**config.mk**
```make
export PLATFORM = sky130hd
export DESIGN_NAME = tape_mem_flat
export DESIGN_NICKNAME = d
export VERILOG_FILES = /design/src/rtl/tape_mem_pkg.sv /design/src/rtl/tape_mem_if.sv /design/src/rtl/tape_mem_ram.sv /design/src/rtl/tape_mem.sv /design/src/flat_wrapper.sv
export SDC_FILE = /design/constraint.sdc
export NUM_CORES = 2
export LEC_CHECK = 0
export BUFFER_PORTS_ARGS = -buffer_cell sky130_fd_sc_hd__buf_2
export CAP_MARGIN = 20
export CORE_MARGIN = 4
export CORE_UTILIZATION = 50
export DETAILED_ROUTE_END_ITERATION = 10
export PLACE_DENSITY = 0.76
export SYNTH_ARGS = -nofsm -noshare
export SYNTH_HDL_FRONTEND = slang
export SYNTH_SLANG_ARGS = --single-unit
```
**constraint.sdc**
```tcl
create_clock -name clk -period 12.6 [get_ports clk]
set_input_delay 1.26 -clock clk [delete_from_list [all_inputs] [get_ports clk]]
set_output_delay 1.26 -clock clk [all_outputs]
set_load 0.02 [all_outputs]
```
**src/rtl/tape_mem_pkg.sv**
```systemverilog
// Shared types for the tape_mem block.
// The CLEAR state exists only when TAPE_MEM_CLEAR_EN is defined.
package tape_mem_pkg;

    typedef enum logic [1:0] {
        READ  = 2'd0,
        WRITE = 2'd1,
        INC   = 2'd2,
        DEC   = 2'd3
    } mem_op_t;

    typedef enum logic [1:0] {
`ifdef TAPE_MEM_CLEAR_EN
        CLEAR,
`endif
        IDLE,
        RMW
    } tape_state_t;

    typedef logic [7:0] BYTE;

endpackage

```
**src/rtl/tape_mem_if.sv**
```systemverilog
// Request/response bundle between a requester and tape_mem.
// Master drives requests, slave answers.
interface tape_mem_if #(
    parameter int DW = 8,
    parameter int AW = 8
);
    import tape_mem_pkg::*;

    logic          req_valid;
    logic          req_ready;
    mem_op_t       req_op;
    logic [AW-1:0] req_addr;
    logic [DW-1:0] req_wdata;
    logic          rsp_valid;
    logic [DW-1:0] rsp_rdata;
    logic          busy;

    modport master (
        output req_valid, req_op, req_addr, req_wdata,
        input  req_ready, rsp_valid, rsp_rdata, busy
    );

    modport slave (
        input  req_valid, req_op, req_addr, req_wdata,
        output req_ready, rsp_valid, rsp_rdata, busy
    );

endinterface

```
**src/rtl/tape_mem_ram.sv**
```systemverilog
// tape_ram: one write port, one registered read port.
// Contents are never reset; rdata holds while re is low.
module tape_ram #(
    parameter int DW = 8,
    parameter int AW = 8
) (
    input  logic          clk,
    input  logic          we,
    input  logic [AW-1:0] waddr,
    input  logic [DW-1:0] wdata,
    input  logic          re,
    input  logic [AW-1:0] raddr,
    output logic [DW-1:0] rdata
);

    logic [DW-1:0] mem [2**AW];

    // write port
    always_ff @(posedge clk) begin
        if (we) mem[waddr] <= wdata;
    end

    // registered read port, output held when not enabled
    always_ff @(posedge clk) begin
        if (re) rdata <= mem[raddr];
    end

endmodule

```
**src/rtl/tape_mem.sv**
```systemverilog
// tape_mem: word memory with READ/WRITE/INC/DEC requests.
// Optional power-up zero sweep enabled by TAPE_MEM_CLEAR_EN.
module tape_mem
    import tape_mem_pkg::*;
#(
    parameter int DW = 8,
    parameter int AW = 8
) (
    input  logic       clk,
    input  logic       rst_n,
    tape_mem_if.slave  bus
);

    tape_state_t   state;
    tape_state_t   state_nx;
    logic          live;
    logic          accept;
    logic          dec_q;
    logic          rsp_valid_q;
    logic          use_ram;
    logic [AW-1:0] addr_q;
    logic [DW-1:0] out_q;
    logic [DW-1:0] new_val;
    logic [DW-1:0] ram_rdata;
    logic          we;
    logic          re;
    logic [AW-1:0] waddr;
    logic [DW-1:0] wdata;
`ifdef TAPE_MEM_CLEAR_EN
    logic [AW-1:0] cnt;
`endif

    assign bus.req_ready = live && (state == IDLE);
    assign accept        = bus.req_valid && bus.req_ready;
    assign bus.busy      = (state != IDLE);
    assign bus.rsp_valid = rsp_valid_q;

    // READ data comes straight from the RAM port, all else from out_q
    assign bus.rsp_rdata = use_ram ? ram_rdata : out_q;

    // the RAM port holds the word captured at INC/DEC acceptance
    assign new_val = dec_q ? ram_rdata - DW'(1)
                           : ram_rdata + DW'(1);

    tape_ram #(
        .DW (DW),
        .AW (AW)
    ) u_ram (
        .clk   (clk),
        .we    (we),
        .waddr (waddr),
        .wdata (wdata),
        .re    (re),
        .raddr (bus.req_addr),
        .rdata (ram_rdata)
    );

    // next state and RAM port control
    always_comb begin
        state_nx = state;
        we       = 1'b0;
        re       = 1'b0;
        waddr    = addr_q;
        wdata    = '0;
        unique case (state)
`ifdef TAPE_MEM_CLEAR_EN
            CLEAR: begin
                we    = 1'b1;
                waddr = cnt;
                if (cnt == '1) state_nx = IDLE;
            end
`endif
            IDLE: begin
                if (accept) begin
                    unique case (bus.req_op)
                        READ: re = 1'b1;
                        WRITE: begin
                            we    = 1'b1;
                            waddr = bus.req_addr;
                            wdata = bus.req_wdata;
                        end
                        default: begin
                            re       = 1'b1;
                            state_nx = RMW;
                        end
                    endcase
                end
            end
            RMW: begin
                we       = 1'b1;
                wdata    = new_val;
                state_nx = IDLE;
            end
            default: state_nx = IDLE;
        endcase
    end

    // state, request capture and response registers
    always_ff @(posedge clk or negedge rst_n) begin
        if (!rst_n) begin
`ifdef TAPE_MEM_CLEAR_EN
            state <= CLEAR;
`else
            state <= IDLE;
`endif
            live        <= 1'b0;
            rsp_valid_q <= 1'b0;
            use_ram     <= 1'b0;
            out_q       <= '0;
            addr_q      <= '0;
            dec_q       <= 1'b0;
        end else begin
            state       <= state_nx;
            live        <= 1'b1;
            rsp_valid_q <= 1'b0;
            if (accept) begin
                addr_q <= bus.req_addr;
                dec_q  <= (bus.req_op == DEC);
                unique case (bus.req_op)
                    READ: begin
                        rsp_valid_q <= 1'b1;
                        use_ram     <= 1'b1;
                    end
                    WRITE: begin
                        rsp_valid_q <= 1'b1;
                        use_ram     <= 1'b0;
                        out_q       <= '0;
                    end
                    default: begin
                        // freeze the visible data before the RAM port moves
                        if (use_ram) out_q <= ram_rdata;
                        use_ram <= 1'b0;
                    end
                endcase
            end
            if (state == RMW) begin
                rsp_valid_q <= 1'b1;
                out_q       <= new_val;
            end
        end
    end

`ifdef TAPE_MEM_CLEAR_EN
    // sweep address counter
    always_ff @(posedge clk or negedge rst_n) begin
        if (!rst_n) cnt <= '0;
        else if (state == CLEAR) cnt <= cnt + AW'(1);
    end
`endif

endmodule

```
**src/flat_wrapper.sv**
```systemverilog
// flat-port wrapper written by rule: the top's interface ports become plain ports
module tape_mem_flat import tape_mem_pkg::*;
#(
    parameter int DW = 8,
    parameter int AW = 8
)
  (clk, rst_n, bus_req_valid, bus_req_op, bus_req_addr, bus_req_wdata, bus_req_ready, bus_rsp_valid, bus_rsp_rdata, bus_busy);
  tape_mem_if #(.DW(DW), .AW(AW)) bus_i ();
  input  logic clk;
  input  logic rst_n;
  input wire logic [$bits(bus_i.req_valid)-1:0] bus_req_valid;
  input wire logic [$bits(bus_i.req_op)-1:0] bus_req_op;
  input wire logic [$bits(bus_i.req_addr)-1:0] bus_req_addr;
  input wire logic [$bits(bus_i.req_wdata)-1:0] bus_req_wdata;
  output wire logic [$bits(bus_i.req_ready)-1:0] bus_req_ready;
  output wire logic [$bits(bus_i.rsp_valid)-1:0] bus_rsp_valid;
  output wire logic [$bits(bus_i.rsp_rdata)-1:0] bus_rsp_rdata;
  output wire logic [$bits(bus_i.busy)-1:0] bus_busy;
  assign bus_i.req_valid = bus_req_valid;
  assign bus_i.req_op = bus_req_op;
  assign bus_i.req_addr = bus_req_addr;
  assign bus_i.req_wdata = bus_req_wdata;
  assign bus_req_ready = bus_i.req_ready;
  assign bus_rsp_valid = bus_i.rsp_valid;
  assign bus_rsp_rdata = bus_i.rsp_rdata;
  assign bus_busy = bus_i.busy;
  tape_mem #(.DW(DW), .AW(AW)) u_core (.clk(clk), .rst_n(rst_n), .bus(bus_i));
endmodule
```
==> impl_metrics.csv <==
group,metric,value,unit
synth,synthSimpleGateAreaFrac,2.608,%
placement,dp_hpwl,112100,um
cts,cts_hold_buf,0,
drt,ant_nets,0,
timing,hold_viol_final,0,
pwr,power.density,159.4,nW/um^2
worst_setup_path,rrSetupSlack,7.51,ns
timing,rsz0062_at_grt,"false",
drt,via_per_inst,6.530,
synth,syn_area_per_cell,21.29,um^2
worst_setup_path,cp-start-kind,"input port",
synth,yosysUniqueCellTypes,57,
finish,fillers,11450,
floorplanning,initial_core_util,50.28,%
flow_run,drv_cap,0,
synth,synth_compound_area_share,3.562,%
drt,drt_pass1_iterations,6,
grt,overflow,0,
floorplanning,dieArea,167800,um^2
grt,grt_first_pass_wirelength,283600,um
cts,cts_resized,0,
floorplanning,num_io_pins,32,
synth,synthAdderAreaFrac,0.1179,%
cts,path_clk_slew,0.07,ns
cts,tritoncts,"yes",
drt,routedWlPerCell,31.32,um
placement,portBuffers,31,
pwr,power,14.25,mW
grt,grt_usage,23.11,%
floorplanning,fp.coreArea,160400,um^2
finish,fin_util,55.75,%
drt,wl,194300,um
synth,synthFlopType,"edfxtp_1",
synth,synth_xor_xnor_area_share,0.03258,%
timing,setup_tns,0,ns
timing,fmax,0.1813,GHz
synth,synth_fp_nets,3816,
floorplanning,fp.dieW,409.6,um
worst_setup_path,worst-r2r-cell-count,7,
synth,synthMuxAreaShare,14.75,%
synth,synth_area,80650,um^2
timing,drv_slew,0,
worst_setup_path,reg2reg_from,"u_core.state[0]",
floorplanning,fp.dieH,409.6,um
timing,finalCritPeriodShare,43.76,%
timing,holdWs,0.3912,ns
synth,synth-async-reset-ratio,1.011,%
pwr,p_leak,27.91,nW
cts,cts.sinks,2077,
synth,yosysWarnings,0,
finish,nets,3916,
synth,synth.yosys.seq_area_share,77.21,%
cts,numCtsBuffers,190,
worst_setup_path,path_class,"in -> reg",
worst_setup_path,reg2reg_to,"u_core.u_ram.mem[98][6]",
timing,fin_crit,5.514,ns
timing,setup_viol,0,
floorplanning,fp-row-count,147,
worst_setup_path,cp-end-kind,"register",
synth,synth_top_family_by_area,"multiplexers",
timing,slew-limit-headroom,21.33,%
worst_setup_path,crit_arrival,6.08,ns
cts,htree_num_levels,4,
cts,clk_latency,0.85,ns
cts,cts-root-buf,"clkbuf_16",
drt,vias,40520,
worst_setup_path,crit_fanout,56,
timing,worst_pin_slew,1.176,ns
timing,clock_skew,0.04226,ns
status,status,"finished, final reports clean",
placement,gp_congestion,0.8534,
finish,multiInputGateArea,17110,um^2
cts,clk_path_buf_depth,3,
finish,final-seq-area,62260,um^2
grt,grt_pass1_vias,40230,
pwr,peakVddDrop,0.1500,mV
finish,area_delta_synth_final,10.88,%
synth,synth_cells,3788,
cts,post_cts_buffers,0,
drt,drt_iter0_markers,6461,
worst_setup_path,startpoint,"bus_req_addr[0]",
synth,synth-seq-cells,2077,
drt,drc_errors,0,
worst_setup_path,cp.required,13.17,ns
hold_path,hp-class,"in -> async",
grt,grt_max_degree,209,
finish,drive_above_1_share,22.79,%
synth,synth_edf_count,2056,
grt,antenna_found_initial,5,
-- registers in the layout (all words and copies together), names as in the netlist --
signal and cells:
u_core.live 1, u_core.u_ram.mem 2048, u_core.addr_q 8, u_core.u_ram.rdata 8, u_core.out_q 8, u_core.use_ram 1
u_core.state 1, u_core.bus.rsp_valid 1, u_core.dec_q 1
-- synth_stat cells (all sizes together) (2+ instances only) --
| cell | n | area share, % |
|---|---|---|
| buf | 130 | 1.2 |
| o2111ai | 7 | 0.076 |
| o21ai | 30 | 0.19 |
| a31oi | 3 | 0.023 |
| edfxtp | 2056 | 77 |
| o211ai | 32 | 0.30 |
| a22oi | 106 | 0.99 |
| a22o | 56 | 0.61 |
| mux2 | 16 | 0.22 |
| ha | 6 | 0.093 |
| o22ai | 22 | 0.17 |
| xnor2 | 2 | 0.022 |
| o31ai | 2 | 0.019 |
| dfrtp | 21 | 0.65 |
| a21o | 2 | 0.019 |
| a21boi | 2 | 0.019 |
| nand3b | 5 | 0.047 |
| mux4 | 494 | 14 |
| a21oi | 70 | 0.43 |
| mux2i | 59 | 0.73 |
| nor3 | 34 | 0.21 |
| clkbuf | 95 | 0.44 |
| nand4 | 2 | 0.016 |
| a2111oi | 3 | 0.033 |
| nor4 | 15 | 0.12 |
| o21a | 4 | 0.037 |
| nand2 | 96 | 0.45 |
| inv | 10 | 0.047 |
| o21bai | 6 | 0.056 |
| nor3b | 2 | 0.019 |
| and2 | 2 | 0.016 |
| or3 | 2 | 0.016 |
| clkinv | 2 | 0.0093 |
| nand3 | 40 | 0.25 |
| nor2b | 15 | 0.12 |
| nand2b | 11 | 0.085 |
| a221oi | 46 | 0.50 |
| nor2 | 269 | 1.3 |
-- layout by cell type (no fill, tap or decap), types with 5 or more instances in the layout --
cell and count:
nor2b_1 12, nand3b_1 5, a21oi_1 70, nand3_1 38, o2111ai_1 7, mux4_2 494, nor3_1 33, edfxtp_1 2056
a22o_1 55, bufinv_16 24, nor2_1 268, a221oi_1 46, clkinv_1 48, clkbuf_1 41, o21ai_0 27, mux2i_1 59
a22oi_1 106, nand2_1 92, o211ai_1 32, clkinvlp_4 6, clkinv_2 21, nor4_1 15, inv_1 9, dfrtp_1 21
o21bai_1 6, o22ai_1 22, buf_2 29, ha_1 6, mux2_2 16, nand2b_1 11, buf_4 94, clkbuf_16 191
-- worst max-delay path, stage by stage --
cell and delay, ns:
buf_8 0.45, buf_4 0.72, buf_4 0.75, buf_4 0.74, mux4_2 0.58, a22o_1 0.26, a221oi_1 0.31, o22ai_1 0.26
nor3_1 0.42, nor4_1 0.10
-- where the power goes --
group	total, mW	internal (mW)	switching (mW)	leakage, nW
logic	0.762	0.249	0.513	5.63
clock network	5.83	3.30	2.53	3.03
registers	7.66	7.64	0.0221	19.2
total	14.3	11.2	3.06	27.9
-- cell families after synthesis --
logic type	after synthesis
flops	2077
mux	569
simple gates	495
other cells	1
buf+inv	237
fa+ha+maj	7
xor+xnor	3
compound gates	399
-- metal layers --
layer  GRT usage [%]  vias up  wire (um)
met5               0        -         25
met4           8.382        4       7362
met3           6.689      414      24040
met2           35.50     2798      91800
met1           31.91    21190      71080
li1                -    16110          -
-- cell type report --
cell class                      instances  share of cell area (%)
Antenna cell                            3                0.008395
Clock buffer                          233                   5.533
Clock inverter                        113                   1.479
Inverter                               12                 0.05037
Multi-Input combinational cell       1474                   19.13
Sequential cell                      2077                   69.63
Tap cell                             2160                   3.022
Timing Repair Buffer                  133                   1.147
-- per-stage QoR --
| stage | std cells | cell area, um^2 | setup WS (ns) |
|---|---|---|---|
| 2_1_floorplan | 3788 | 80650 | 3.960 |
| 3_3_place_gp | 5849 | 83030 | 6.165 |
| 3_5_place_dp | 5849 | 83030 | 6.113 |
| 4_1_cts | 6195 | 89300 | 6.994 |
| 5_1_grt | 6202 | 89410 | 6.647 |
| 6_report | 6205 | 89420 | 7.086 |
-- worst max-delay path by stage --
stage                                        end  slack, ns  cells past startpoint
after floorplan           u_core.u_ram.mem[0][0]       3.96                      3
after global placement     u_core.u_ram.rdata[6]       6.17                     10
after detailed placement   u_core.u_ram.rdata[6]       6.11                     10
after CTS                  u_core.u_ram.rdata[7]       6.99                     10
after global routing       u_core.u_ram.rdata[6]       6.65                     10
final                      u_core.u_ram.rdata[7]       7.09                     10
(Power assumes the default switching activity.)
